`src/rtl/mrd_rdx5_unload.sv`:
```
// Radix-5 result unloader: buffers parallel 5-bin vectors in a circular buffer
// and streams them out one bin per transfer over a valid/ready handshake.
module mrd_rdx5_unload #(
    parameter int wDataInOut = 30,
    parameter int DEPTH      = 4
) (
    input  logic                         clk,
    input  logic                         rst_n,
    input  logic                         in_val,
    input  logic signed [wDataInOut-1:0] din_real [0:4],
    input  logic signed [wDataInOut-1:0] din_imag [0:4],
    input  logic                         out_rdy,
    output logic                         out_val,
    output logic signed [wDataInOut-1:0] dout_real,
    output logic signed [wDataInOut-1:0] dout_imag,
    output logic [2:0]                   out_idx,
    output logic                         out_sop,
    output logic                         out_eop,
    output logic                         in_space,
    output logic [$clog2(DEPTH):0]       level,
    output logic                         overflow
);

    localparam int PW = $clog2(DEPTH);
    localparam int LW = PW + 1;

    logic signed [wDataInOut-1:0] mem_real_q [0:DEPTH-1][0:4];
    logic signed [wDataInOut-1:0] mem_imag_q [0:DEPTH-1][0:4];

    logic [PW-1:0] wr_ptr_q, wr_ptr_d;
    logic [PW-1:0] rd_ptr_q, rd_ptr_d;
    logic [LW-1:0] level_q, level_d;
    logic [2:0]    idx_q, idx_d;
    logic          overflow_q, overflow_d;

    logic xfer_s, pop_s, full_s, wr_s, drop_s;
    logic signed [wDataInOut-1:0] head_real_s, head_imag_s;

    // Handshake decode and next-state for pointers, level, bin counter and overflow
    always_comb begin
        wr_ptr_d   = wr_ptr_q;
        rd_ptr_d   = rd_ptr_q;
        level_d    = level_q;
        idx_d      = idx_q;
        overflow_d = overflow_q;

        xfer_s = (level_q != {LW{1'b0}}) && out_rdy;
        pop_s  = xfer_s && (idx_q == 3'd4);
        full_s = (level_q == LW'(DEPTH));
        // A pop at full frees a slot in the same cycle, so the write is still taken
        wr_s   = in_val && (!full_s || pop_s);
        drop_s = in_val && full_s && !pop_s;

        if (xfer_s) begin
            if (pop_s) begin
                idx_d    = 3'd0;
                rd_ptr_d = rd_ptr_q + PW'(1);
            end else begin
                idx_d    = idx_q + 3'd1;
                rd_ptr_d = rd_ptr_q;
            end
        end else begin
            idx_d    = idx_q;
            rd_ptr_d = rd_ptr_q;
        end

        if (wr_s) begin
            wr_ptr_d = wr_ptr_q + PW'(1);
        end else begin
            wr_ptr_d = wr_ptr_q;
        end

        case ({wr_s, pop_s})
            2'b10:   level_d = level_q + LW'(1);
            2'b01:   level_d = level_q - LW'(1);
            default: level_d = level_q;
        endcase

        overflow_d = overflow_q | drop_s;
    end

    // Control state register with asynchronous clear
    always_ff @(posedge clk or negedge rst_n) begin
        if (!rst_n) begin
            wr_ptr_q   <= {PW{1'b0}};
            rd_ptr_q   <= {PW{1'b0}};
            level_q    <= {LW{1'b0}};
            idx_q      <= 3'd0;
            overflow_q <= 1'b0;
        end else begin
            wr_ptr_q   <= wr_ptr_d;
            rd_ptr_q   <= rd_ptr_d;
            level_q    <= level_d;
            idx_q      <= idx_d;
            overflow_q <= overflow_d;
        end
    end

    // Vector storage; contents are meaningless while empty, so no reset
    always_ff @(posedge clk) begin
        if (wr_s) begin
            for (int b = 0; b < 5; b++) begin
                mem_real_q[wr_ptr_q][b] <= din_real[b];
                mem_imag_q[wr_ptr_q][b] <= din_imag[b];
            end
        end
    end

    // Select the current bin of the head vector
    always_comb begin
        head_real_s = mem_real_q[rd_ptr_q][0];
        head_imag_s = mem_imag_q[rd_ptr_q][0];
        case (idx_q)
            3'd0: begin
                head_real_s = mem_real_q[rd_ptr_q][0];
                head_imag_s = mem_imag_q[rd_ptr_q][0];
            end
            3'd1: begin
                head_real_s = mem_real_q[rd_ptr_q][1];
                head_imag_s = mem_imag_q[rd_ptr_q][1];
            end
            3'd2: begin
                head_real_s = mem_real_q[rd_ptr_q][2];
                head_imag_s = mem_imag_q[rd_ptr_q][2];
            end
            3'd3: begin
                head_real_s = mem_real_q[rd_ptr_q][3];
                head_imag_s = mem_imag_q[rd_ptr_q][3];
            end
            3'd4: begin
                head_real_s = mem_real_q[rd_ptr_q][4];
                head_imag_s = mem_imag_q[rd_ptr_q][4];
            end
            default: begin
                head_real_s = mem_real_q[rd_ptr_q][0];
                head_imag_s = mem_imag_q[rd_ptr_q][0];
            end
        endcase
    end

    assign out_val   = (level_q != {LW{1'b0}});
    assign dout_real = head_real_s;
    assign dout_imag = head_imag_s;
    assign out_idx   = idx_q;
    assign out_sop   = (idx_q == 3'd0) && out_val;
    assign out_eop   = (idx_q == 3'd4) && out_val;
    assign in_space  = (level_q < LW'(DEPTH));
    assign level     = level_q;
    assign overflow  = overflow_q;

endmodule

```
`config.mk`:
```
export PLATFORM = sky130hd
export DESIGN_NAME = mrd_rdx5_unload
export DESIGN_NICKNAME = d
export VERILOG_FILES = /design/src/rtl/mrd_rdx5_unload.sv
export SDC_FILE = /design/constraint.sdc
export NUM_CORES = 1
export LEC_CHECK = 0
export BUFFER_PORTS_ARGS = -buffer_cell sky130_fd_sc_hd__buf_2
export CAP_MARGIN = 10
export CORE_MARGIN = 2
export CORE_UTILIZATION = 28
export CTS_BUF_LIST = sky130_fd_sc_hd__clkbuf_4 sky130_fd_sc_hd__clkbuf_8
export CTS_CLUSTER_SIZE = 28
export DETAILED_ROUTE_END_ITERATION = 10
export RECOVER_POWER = 50
export SLEW_MARGIN = 15
export SYNTH_ARGS = -nofsm -noshare
export SYNTH_HDL_FRONTEND = slang
export SYNTH_SLANG_ARGS = --single-unit
```
`constraint.sdc`:
```
create_clock -name clk -period 11.96 [get_ports clk]
set_input_delay 2.392 -clock clk [delete_from_list [all_inputs] [get_ports clk]]
set_output_delay 2.392 -clock clk [all_outputs]
set_load 0.005 [all_outputs]
```
# Yosys cells after proc, flatten, opt, wreduce, memory -nomap -nowiden
# Memories as Yosys holds them, arrays and structs flattened.
# Cells that the tools add are included.
# Widths: inputs -> output; s select.
# totals
memories	2
mem_bits_rw	1200
inputBits	304
ff_bits	11
elab_cells	41
# classes
n_eq_ne	7
add_sub_neg	5
n_reduce_logical	14
n_lt_le_gt_ge	1
n_bitwise	1
n_mux	6
# memory_table
name	depth	width	rd	rd_ports_with_merged_regs	wr	line_no	text
mem_imag_q	4	150	1	0	1	28	logic signed [wDataInOut-1:0] mem_imag_q [0:DEPTH-1][0:4];
mem_real_q	4	150	1	0	1	27	logic signed [wDataInOut-1:0] mem_real_q [0:DEPTH-1][0:4];
# op_table
cell	n
$pmux 30 s4	2
$logic_and 1x1->1	7
$add 3x1->3 const B	2
$eq 3x2->1 const B	2
$eq 3x3->1 const B	2
$pmux 3 s2	1
$add 2x1->2 const B	2
$eq 3x1->1 const B	1
$logic_not 3->1	1
$lt 3x3->1 const B	1
$mux 3	1
$reduce_bool 3->1	1
$sub 3x1->3 const B	1
$eq 2x1->1 const B	1
$eq 2x2->1 const B	1
$logic_not 1->1	2
$mux 1	2
$reduce_and 2->1	1
$reduce_bool 2->1	1
$logic_or 1x1->1	1
$or 1x1->1	1

# Longest topological paths before layout
# depth
ltp_word	7
ltp_mapped	9
mapped_depth_nobuf	9

# Least setup slack after synthesis
# OpenSTA, ideal clock, no wires.
# synth_timing
path_kind	in2reg
from	in out_rdy
to	mem mem_imag_q[0][0] (netlist name), enable pin
cell_stages	3
setup_slack_ns	1.453
setup_time_ns	0.700
n_path_buf	0
arrival_time_ns	9.807
path_cell_list	nand3_1 > a31oi_1 > and2_1
# synth_via
elab_chain_len	6
# synth_lines
element	line_no	text
from (decl)	12	input logic out_rdy,
$logic_and 1x1->1	47	xfer_s = (level_q != {LW{1'b0}}) && out_rdy;
$logic_and 1x1->1	48	pop_s = xfer_s && (idx_q == 3'd4);
$logic_or 1x1->1	51	wr_s = in_val && (!full_s || pop_s);
$logic_and 1x1->1	51	
$mux 1	101	if (wr_s) begin
$mux 1 (implied by the code)	104	mem_imag_q[wr_ptr_q][b] <= din_imag[b];
to (decl)	28	
# Every way passes these cells.

# Worst setup path after layout
# layout_timing
from	reg rd_ptr_q[0]
to	out dout_imag[29]
# layout_via
elab_chain_len	2
# layout_lines
element	line_no	text
from (decl)	31	logic [PW-1:0] rd_ptr_q, rd_ptr_d;
from (signal assigned)	86	rd_ptr_q <= {PW{1'b0}};
from (signal assigned)	92	rd_ptr_q <= rd_ptr_d;
$mem_v2 4x150	-	
$pmux 30 s4	113	case (idx_q)
to (decl)	15	output logic signed [wDataInOut-1:0] dout_imag,
# Every way passes these cells.

==> impl_results.md <==
* Max Slew Vio Count at ~110
* P_leak at 0.01698 µW
* Worst Setup Path Type: register to primary output
* CTS HTree Levels at 4
* Hold Path End: overflow$_DFF_PN0_
* WL per Instance at about 23 µm
* Fin. Hold Viols at 0
* Die area at about 170000 µm²
* Hold depth at 1
* Final cycle utilization of the critical path at about two thirds
* Post-CTS setup buffer count at 0
* Synth Net Count at ~2500
* RR Startpoint: out_idx[0]$_DFFE_PN0N_
* MaxCap Viol Count at 3
* DRC viols at 0
* Ports at 375
* Share of cells above drive strength 1 at between 20% and 30%
* Port-buffer cells at roughly 370
* Reg-to-Reg End: mem_imag_q[1][41]$_DFFE_PP_
* Global route overflow at 0
* Routed vias at 22910
* Clk pin slew, worst setup/hold paths at about 0.060 ns
* Power Dens Cells at approximately 250 nW/µm²
* Pin count of the biggest net entering global routing at roughly 120
* Core area at 162600 µm²
* EDFF count, synth at 1200
* Max rail drop VDD at 0.0002982 V
* Commonest non-fill, non-tap cells in the layout: edfxtp_1 (1200), clkbuf_1 (303), mux2i_1 (240), clkbuf_8 (205), mux4_2 (180)
* RSZ-0062 raised after global routing: false
* Warning count from the yosys run at 0
* Critical path peak fanout at 36
* Min-delay src: overflow$_DFF_PN0_
* CTS sink cnt at 1211
* GR Util All Layers at a little over an eighth
* CTS root buffer: clkbuf_8
* CP required at between 9 and 10 ns
* Worst Tran Pin Value at between 3 and 4 ns
* Chip Width at about 410 µm
* Initial Util at ~28%
* CP Capture Type: primary output
* Routability cong. at 0.7180
* Vias/cell at 4.567
* Area delta synth->final at 17.86%
* Ys flop type: edfxtp_1
* CTS tree: built
* Critical path data arrival time at between 5 and 6 ns
* Vias in the first global route at between 20000 and 25000
* Final WL at ~110000 µm
* Clock buffer count from CTS at 200
* Post-Synthesis Cells at ~2200
* Final nets at 2975
* Post-synth ARST share at less than 1%
* Slew headroom at -115.2%
* ANT nets after route at 0
* Sequential area share after synthesis at about four fifths
* Yosys cell types at 38
* Clock latency at the later pin of the worst-skew pair at 0.94 ns
* Final non-filler cell total at about 5000
* Hpwl dp at about 68000 µm
* Clock skew at 0.05508 ns
* Number of placement rows at 148
* Deepest clock path buffer count at 3
* Post-synthesis register bit count at about 1200
* Min Tclk post-route at between 8 and 9 ns
* Post-CTS resize count at 0
* FF-to-FF setup slack at roughly 6.0 ns
* Cts-stage hold buffer count at 0
* Final setup TNS at 0 ns
* CP Launch Type: register
* Failing checks: max-capacitance violations, max-slew violations
* Fmax at approximately 120 MHz
* Outcome: complete, but fails checks
* Leading cell type in the layout, fill and taps excluded: edfxtp_1
* Initial antenna violation count at 74
* First-pass GRT wire length at 163700 µm
* Drt first pass iters at 5
* Final Setup Violations at 0
* 1st-iter DRT viols at 1468
* Worst R2R Path Depth at 7
* Min-delay worst type: register to register
* Avg Inst Size Synth at approximately 21 µm²
* Post-Syn Area at 45840 µm²
* DIE HEIGHT at 408.6 µm
* DP Cell Count at approximately 4600
## flip-flops by register name, summed over array words and instances (netlist names)
register    flops
wr_ptr_q        2
out_idx         3
overflow        1
mem_real_q    600
rd_ptr_q        2
level           3
mem_imag_q    600
## cells by family (layout without fill, tap and decap cells)
logic type	Yosys count	count (layout)	share of synthesized area, %
multiplexers	422	422	14.13
buffers and inverters	131	779	1.376
adder cells (fa/ha/maj)	10	10	0.2894
AO/OA/AOI/OAI	249	249	3.590
other	0	21	0
AND/OR/NAND/NOR	145	145	1.297
XOR/XNOR	5	5	0.09554
flip-flops	1211	1211	79.22
## worst max-delay path, stage by stage, from the launching register on
cell      delay [ns]
dfrtp_4         0.89
clkbuf_1        2.33
mux4_2          0.72
a211oi_1        0.43
a31oi_1         0.19
buf_2           0.19
## through the flow
step / hold WS, ns / cell area [µm²] / total power [µW] / worst slack (ns) / util (%)
after detailed placement: 0.4592 / 50270 / 9825 / 5.419 / 30.92
after global routing: 0.5273 / 53980 / 14020 / 3.102 / 33.20
after global placement: 0.4576 / 50270 / 9788 / 5.461 / 30.92
after CTS: 0.4755 / 54360 / 13570 / 4.288 / 33.43
final: 0.4755 / 54020 / 13320 / 3.843 / 33.23
after floorplan: 0.4602 / 45840 / 8565 / 1.453 / -
## Yosys cell counts (all sizes together) (2+ instances only)
library cell | count | area [µm²]
nand3b | 2 | 15.01
mux4 | 180 | 4054
nor3 | 2 | 10.01
buf | 69 | 397.9
edfxtp | 1200 | 36030
ha | 9 | 112.6
nand3 | 3 | 15.01
or3 | 2 | 12.51
xnor2 | 5 | 43.79
o21ai | 2 | 10.01
mux2i | 240 | 2402
nor2 | 61 | 229.0
a31oi | 61 | 381.6
clkbuf | 52 | 195.2
dfrtp | 11 | 275.3
a211oi | 59 | 442.9
inv | 10 | 37.54
o22ai | 119 | 744.5
mux2 | 2 | 22.52
nand2 | 64 | 240.2
and2 | 5 | 31.28
o31ai | 2 | 15.01
## final cells by class
type                    instances  area [µm²]
clock buffers                 273        3332
multi-input cells             831        8942
flip-flops and latches       1211       36320
repair buffers                407        1863
diodes                         21       52.55
inverters                      10       37.54
fillers                     15670      108600
clock inverters                89       753.2
well taps                    2175        2721
## power by group
group          internal [µW]  switching [µW]
Sequential              5610             244
Combinational           1490            2290
Clock                   2030            1660
Total                   9130            4190
## per-layer routing
layer | vias to the layer above | wire [µm] | global-route usage [%]
li1 | 10110 | - | -
met3 | 256 | 10890 | 6.188
met2 | 670 | 53380 | 20.88
met5 | - | 619 | 0
met1 | 11790 | 46230 | 16.54
met4 | 92 | 2381 | 4.269
## how the worst max path moves through the flow
stage / startpoint / end / cells after the start
floorplan: out_rdy / mem_imag_q[0][0]$_DFFE_PP_ / 3
global placement: rd_ptr_q[0]$_DFFE_PN0P_ / dout_real[8] / 6
detailed placement: rd_ptr_q[0]$_DFFE_PN0P_ / dout_real[8] / 6
CTS: rd_ptr_q[0]$_DFFE_PN0P_ / dout_real[8] / 6
global route: rd_ptr_q[0]$_DFFE_PN0P_ / dout_imag[29] / 5
finish: rd_ptr_q[0]$_DFFE_PN0P_ / dout_imag[29] / 5
Power figures use the tool's default switching activity.
